File: config.mk
export PLATFORM = sky130hd
export DESIGN_NAME = panel_scan_ctrl
export DESIGN_NICKNAME = d
export VERILOG_FILES = /design/src/rtl/panel_pkg.sv /design/src/rtl/panel_image_seq.sv /design/src/rtl/panel_scan_ctrl.sv
export SDC_FILE = /design/constraint.sdc
export NUM_CORES = 1
export LEC_CHECK = 0
export CORE_MARGIN = 2
export CORE_UTILIZATION = 48
export DETAILED_ROUTE_END_ITERATION = 8
export GPL_TIMING_DRIVEN = 1
export PLACE_DENSITY = 0.77
export SLEW_MARGIN = 0
export SYNTH_ARGS = -nofsm -noshare
export SYNTH_HDL_FRONTEND = slang
export SYNTH_SLANG_ARGS = --single-unit
File: constraint.sdc
create_clock -name clk -period 6.3 [get_ports clk]
set_clock_uncertainty 0.2 [all_clocks]
set_input_delay 1.89 -clock clk [delete_from_list [all_inputs] [get_ports clk]]
set_output_delay 1.89 -clock clk [all_outputs]
set_load 0.03 [all_outputs]
File: src/rtl/panel_pkg.sv
// panel_pkg: shared geometry, pixel field offsets and scan FSM states
package panel_pkg;
    localparam int COLS       = 64;
    localparam int HALF_ROWS  = 32;
    localparam int COLOR_BITS = 8;
    localparam int R_OFS      = 16;
    localparam int G_OFS      = 8;
    localparam int B_OFS      = 0;
    typedef enum logic [1:0] {SHIFT, BLANK, LATCH, DISPLAY} state_e;
endpackage

File: src/rtl/panel_image_seq.sv
// panel_image_seq: image select sequencing, applied only at frame boundaries
module panel_image_seq
    import panel_pkg::*;
#(
    parameter int AUTO_FRAMES = 60
) (
    input  logic       clk,
    input  logic       rst_n,
    input  logic       frame_end,
    input  logic       next_img,
    input  logic       auto_en,
    output logic [1:0] image_sel
);
    localparam int AW = AUTO_FRAMES > 1 ? $clog2(AUTO_FRAMES) : 1;
    logic          pend_q, pend_d;
    logic [AW-1:0] auto_q, auto_d;
    logic [1:0]    img_q, img_d;
    logic          tc;
    assign tc = auto_en && auto_q == AW'(AUTO_FRAMES - 1);
    // Manual and automatic requests merge into a single +1 at frame end
    always_comb begin
        pend_d = frame_end ? 1'b0 : pend_q | next_img;
        auto_d = !auto_en ? '0 : frame_end ? (tc ? '0 : auto_q + 1'b1) : auto_q;
        img_d  = frame_end && (pend_q || next_img || tc) ? img_q + 2'd1 : img_q;
    end
    // Sequencing state
    always_ff @(posedge clk or negedge rst_n) begin
        if (!rst_n) begin
            pend_q <= 1'b0;
            auto_q <= '0;
            img_q  <= '0;
        end else begin
            pend_q <= pend_d;
            auto_q <= auto_d;
            img_q  <= img_d;
        end
    end
    assign image_sel = img_q;
endmodule

File: src/rtl/panel_scan_ctrl.sv
// panel_scan_ctrl: HUB75 1/32-scan refresh with BCM and non-overlapped shift/display
module panel_scan_ctrl #(
    parameter int COLS        = panel_pkg::COLS,
    parameter int HALF_ROWS   = panel_pkg::HALF_ROWS,
    parameter int BASE_ON     = 1,
    parameter int AUTO_FRAMES = 60
) (
    input  logic        clk,
    input  logic        rst_n,
    input  logic        next_img,
    input  logic        auto_en,
    output logic [11:0] addr_top,
    output logic [11:0] addr_bottom,
    output logic [1:0]  image_sel,
    input  logic [23:0] pix_top,
    input  logic [23:0] pix_bottom,
    output logic        hub_r1,
    output logic        hub_g1,
    output logic        hub_b1,
    output logic        hub_r2,
    output logic        hub_g2,
    output logic        hub_b2,
    output logic [4:0]  hub_row,
    output logic        hub_clk,
    output logic        hub_lat,
    output logic        hub_oe_n,
    output logic        frame_done
);
    import panel_pkg::*;
    localparam logic [15:0] SHIFT_LAST = 16'(2 * COLS + 1);
    state_e      state_q, state_d;
    logic [15:0] cnt_q, cnt_d;
    logic [4:0]  row_q, row_d, hub_row_q, hub_row_d;
    logic [2:0]  plane_q, plane_d;
    logic        hclk_q, hclk_d;
    logic [5:0]  rgb_q, rgb_d;
    logic [23:0] pt, pb;
    logic        disp_last, frame_end;
    assign disp_last = state_q == DISPLAY && cnt_q == (16'(BASE_ON) << plane_q) - 16'd1;
    assign frame_end = disp_last && plane_q == 3'(COLOR_BITS - 1) && row_q == 5'(HALF_ROWS - 1);
    assign pt = pix_top >> plane_q;
    assign pb = pix_bottom >> plane_q;
    // Scan sequencing: shift, blank, latch, then display for the plane's BCM weight
    always_comb begin
        state_d   = state_q;
        cnt_d     = cnt_q + 16'd1;
        row_d     = row_q;
        plane_d   = plane_q;
        hub_row_d = hub_row_q;
        case (state_q)
            SHIFT: if (cnt_q == SHIFT_LAST) begin
                state_d   = BLANK;
                cnt_d     = '0;
                hub_row_d = row_q;
            end
            BLANK: begin
                state_d = LATCH;
                cnt_d   = '0;
            end
            LATCH: begin
                state_d = DISPLAY;
                cnt_d   = '0;
            end
            default: if (disp_last) begin
                state_d = SHIFT;
                cnt_d   = '0;
                plane_d = plane_q + 3'd1;
                if (plane_q == 3'(COLOR_BITS - 1))
                    row_d = row_q == 5'(HALF_ROWS - 1) ? '0 : row_q + 5'd1;
            end
        endcase
    end
    // Shift pipeline: pins load on odd cycles from returned pixels, hub_clk pulses one cycle later
    always_comb begin
        hclk_d = state_q == SHIFT && !cnt_q[0] && cnt_q >= 16'd2;
        rgb_d  = state_q == SHIFT && cnt_q[0] && cnt_q < SHIFT_LAST
               ? {pt[R_OFS], pt[G_OFS], pt[B_OFS], pb[R_OFS], pb[G_OFS], pb[B_OFS]} : rgb_q;
    end
    // Controller state and registered HUB75 pins
    always_ff @(posedge clk or negedge rst_n) begin
        if (!rst_n) begin
            state_q   <= SHIFT;
            cnt_q     <= '0;
            row_q     <= '0;
            plane_q   <= '0;
            hub_row_q <= '0;
            hclk_q    <= 1'b0;
            rgb_q     <= '0;
        end else begin
            state_q   <= state_d;
            cnt_q     <= cnt_d;
            row_q     <= row_d;
            plane_q   <= plane_d;
            hub_row_q <= hub_row_d;
            hclk_q    <= hclk_d;
            rgb_q     <= rgb_d;
        end
    end
    panel_image_seq #(.AUTO_FRAMES(AUTO_FRAMES)) u_seq (
        .clk       (clk),
        .rst_n     (rst_n),
        .frame_end (frame_end),
        .next_img  (next_img),
        .auto_en   (auto_en),
        .image_sel (image_sel)
    );
    // Bottom-half marker bit follows rst_n so every address output reads zero in reset
    assign addr_top    = {1'b0, row_q, cnt_q[6:1]};
    assign addr_bottom = {rst_n, row_q, cnt_q[6:1]};
    assign {hub_r1, hub_g1, hub_b1, hub_r2, hub_g2, hub_b2} = rgb_q;
    assign hub_row    = hub_row_q;
    assign hub_clk    = hclk_q;
    assign hub_lat    = state_q == LATCH;
    assign hub_oe_n   = state_q != DISPLAY;
    assign frame_done = frame_end;
endmodule

==> summary.txt <==
Outcome -> complete, but fails checks
Failing checks -> DRC
Hold Path Class -> reg2reg
Die height -> 85.9 µm
H-Tree Depth -> 2
Worst Path Max Fanout -> 15
Synth area leader -> dfrtp_1
Register clock-pin slew on the reported worst setup and hold paths -> 0.09 ns
Initial core utilization -> 50.1%
Synthesized instance count -> 318
Final Wtd Congestion -> 0.839
Top cell type's share of synthesized area -> 36.5%
Detail Placement HPWL -> 5180 µm
Min Hold Slack -> 0.268 ns
Share of cells above drive strength 1 -> 11.2%
Total core area -> 6420 µm²
Worst vdd ir -> 0.0000828 V
Worst Tran Pin Value -> 1.00 ns
Worst-skew pair later-pin latency -> 0.30 ns
Final setup fails -> 0
WL per Instance -> 14.2 µm
CP max-delay cell -> clkdlybuf4s50_1
Synth cell count leaders -> dfrtp_1, nor2_1, nand2_1
Iteration count of the initial detailed-routing pass -> 6
Synth area leaders -> dfrtp_1, mux4_2, ha_1, xnor2_1, buf_4
Hold buffers post-CTS -> 0
Net Count, Synth -> 390
Vias in the first global route -> 2,373
Syn Area/Cell -> 10.1 µm²
ANT nets after route -> 0
Crit path largest cell delay -> 0.73 ns
Asr flop ratio synth -> 100%
CP Launch Type -> flop
Cell Pwr Density -> 135 nW/µm²
Max Clk Rate -> 0.169 GHz
Final Hold Fails -> 0
Final Total Pwr -> 563 µW
I/O pins -> 93
Dpl ws -> 0.492 ns
Iteration-0 DRC Markers -> 95
# nets final -> 465
Cell area after synthesis -> 3220 µm²
# port buffers -> 91
Overflow after GRT -> 0
Setup WS post-layout -> 0.376 ns
Library cells used by synthesis -> 46
Slew Viols, Final -> 0
Number of synthesized flops with an enable pin -> 0
Syn. warnings -> 0
Die ar. -> 7380 µm²
Vias -> 2,526
Overall Global Routing Usage -> 18.9%
First-pass GRT wire length -> 11,100 µm
Cell row count -> 29
CP most frequent cell -> ha_1
Die X -> 85.9 µm
Initial antenna violation count -> 0
Setup CP Type -> reg2out
Inserted Diodes -> 0
Post-synth top flop -> dfrtp_1
Count leader, synth -> dfrtp_1
Yosys reg bits -> 47
Drt total wl -> 6700 µm
Worst-path cell chain -> inv_1 > ha_1 > nand2_1 > ha_1 > nor2b_1 > o21ai_0 > xnor2_1 > nor4_4 > nand3_1 > nor3_1 > clkdlybuf4s50_1
Worst rel slew slack -> 32.6%
Worst EP arrival -> 3.83 ns
Clock root buffer -> clkbuf_8
# clock sinks -> 47
Req. time, crit path -> 4.21 ns
Via/cell ratio -> 5.36
Area delta synth->final -> 29.8%
Tcrit/Tclk final -> 94.0%
Setup TNS -> 0 ns
Remaining routing DRC violations -> 2
Max-cap violations -> 0
Fill cells -> 537
RSZ-0062 raised after global routing -> no
CTS tree -> yes
Cts bufs inserted -> 5
Final core utilization -> 65.0%
Seq/Total Area, Yosys -> 36.5%
Worst setup EP type -> output pin
CTS max path bufs -> 2
Tmin final -> 5.92 ns
LEAKAGE -> 0.00179 µW
Largest net degree at the start of global routing -> 48
-- cells by family after synthesis --
kind of cell / count (synthesis) / share of synthesized area, %
buf+inv: 49 / 8.59
mux: 29 / 14.0
simple gates: 105 / 16.7
other cells: 1 / 0.117
xor+xnor: 28 / 7.62
flops: 47 / 36.5
compound gates: 39 / 8.63
fa+ha+maj: 20 / 7.78
-- through the flow --
stage                     area, µm²  std cells
after CTS                      4130        466
final                          4180        471
after global placement         4030        458
after detailed placement       4030        458
after global routing           4180        471
after floorplan                3220        318
-- worst max-delay path, delay by kind of cell (launching register included) --
kind / cells / cell delay, ns
fa+ha+maj: 2 / 0.52
flops: 1 / 0.55
xor+xnor: 1 / 0.19
buf+inv: 2 / 0.85
simple gates: 5 / 1.24
compound gates: 1 / 0.17
-- power by group --
part	internal (µW)	switching (µW)	leakage [µW]
sequential	304	1.50	0.000612
combinational	38.7	20.8	0.00113
clock	100	97.5	0.0000515
-- cell usage in the layout (no fill, tap or decap), types with 2 or more instances in the layout --
master / instances
clkdlybuf4s50_1: 90
dfrtp_1: 46
nor2_1: 30
nand2_1: 24
ha_1: 20
xnor2_1: 18
inv_1: 17
o21ai_0: 16
nand3_1: 12
mux4_2: 12
xor2_1: 10
mux2i_1: 9
mux2_2: 8
buf_4: 8
nor4_1: 7
nor3_1: 7
clkbuf_8: 7
and3_1: 6
a21oi_1: 5
and2_1: 5
nor2b_1: 3
o211ai_1: 2
or4_1: 2
a31oi_1: 2
o41ai_1: 2
a21o_1: 2
or3_1: 2
o31ai_1: 2
-- what timing repair did --
item,CTS,global route
gates resized for setup,0,2
setup endpoints to repair,0,1
setup buffers,0,5
-- layout make-up --
type,instances,area (µm²),area share [%]
Clock buffer,8,100,2.40
Inverter,18,71.3,1.71
Multi-Input combinational cell,222,1770,42.3
Sequential cell,47,1180,28.2
Tap cell,77,96.3,2.31
Timing Repair Buffer,99,966,23.1
-- per-layer routing --
metal  global-route usage, %  share of wire (%)  routed length, µm
met1                    24.3                 44               2960
met4                    7.94                2.2                150
met2                    31.4                 49               3280
met5                       0                  0                  0
met3                    3.56                4.7                312
-- final timing paths --
check                                   start                 end  slack, ns  cells past startpoint
max reg2reg                        plane_q[2]     u_seq.auto_q[2]       2.68                     11
min                        u_seq.image_sel[1]  u_seq.image_sel[1]       0.27                      1
max                                plane_q[1]          frame_done       0.38                     11
max in group asynchronous               rst_n          plane_q[1]       3.98                      2
min in group asynchronous               rst_n  u_seq.image_sel[1]       1.50                      2
min reg2reg                u_seq.image_sel[1]  u_seq.image_sel[1]       0.27                      1
-- registers in the layout, summed over array words and instances (netlist names) --
name and count:
cnt_q 16, rgb_q 6, u_seq.auto_q 6, hub_row 5, row_q 5, plane_q 3
state_q 2, u_seq.image_sel 2, hub_clk 1, u_seq.pend_q 1
No activity file was read; power rests on OpenSTA's default activity.
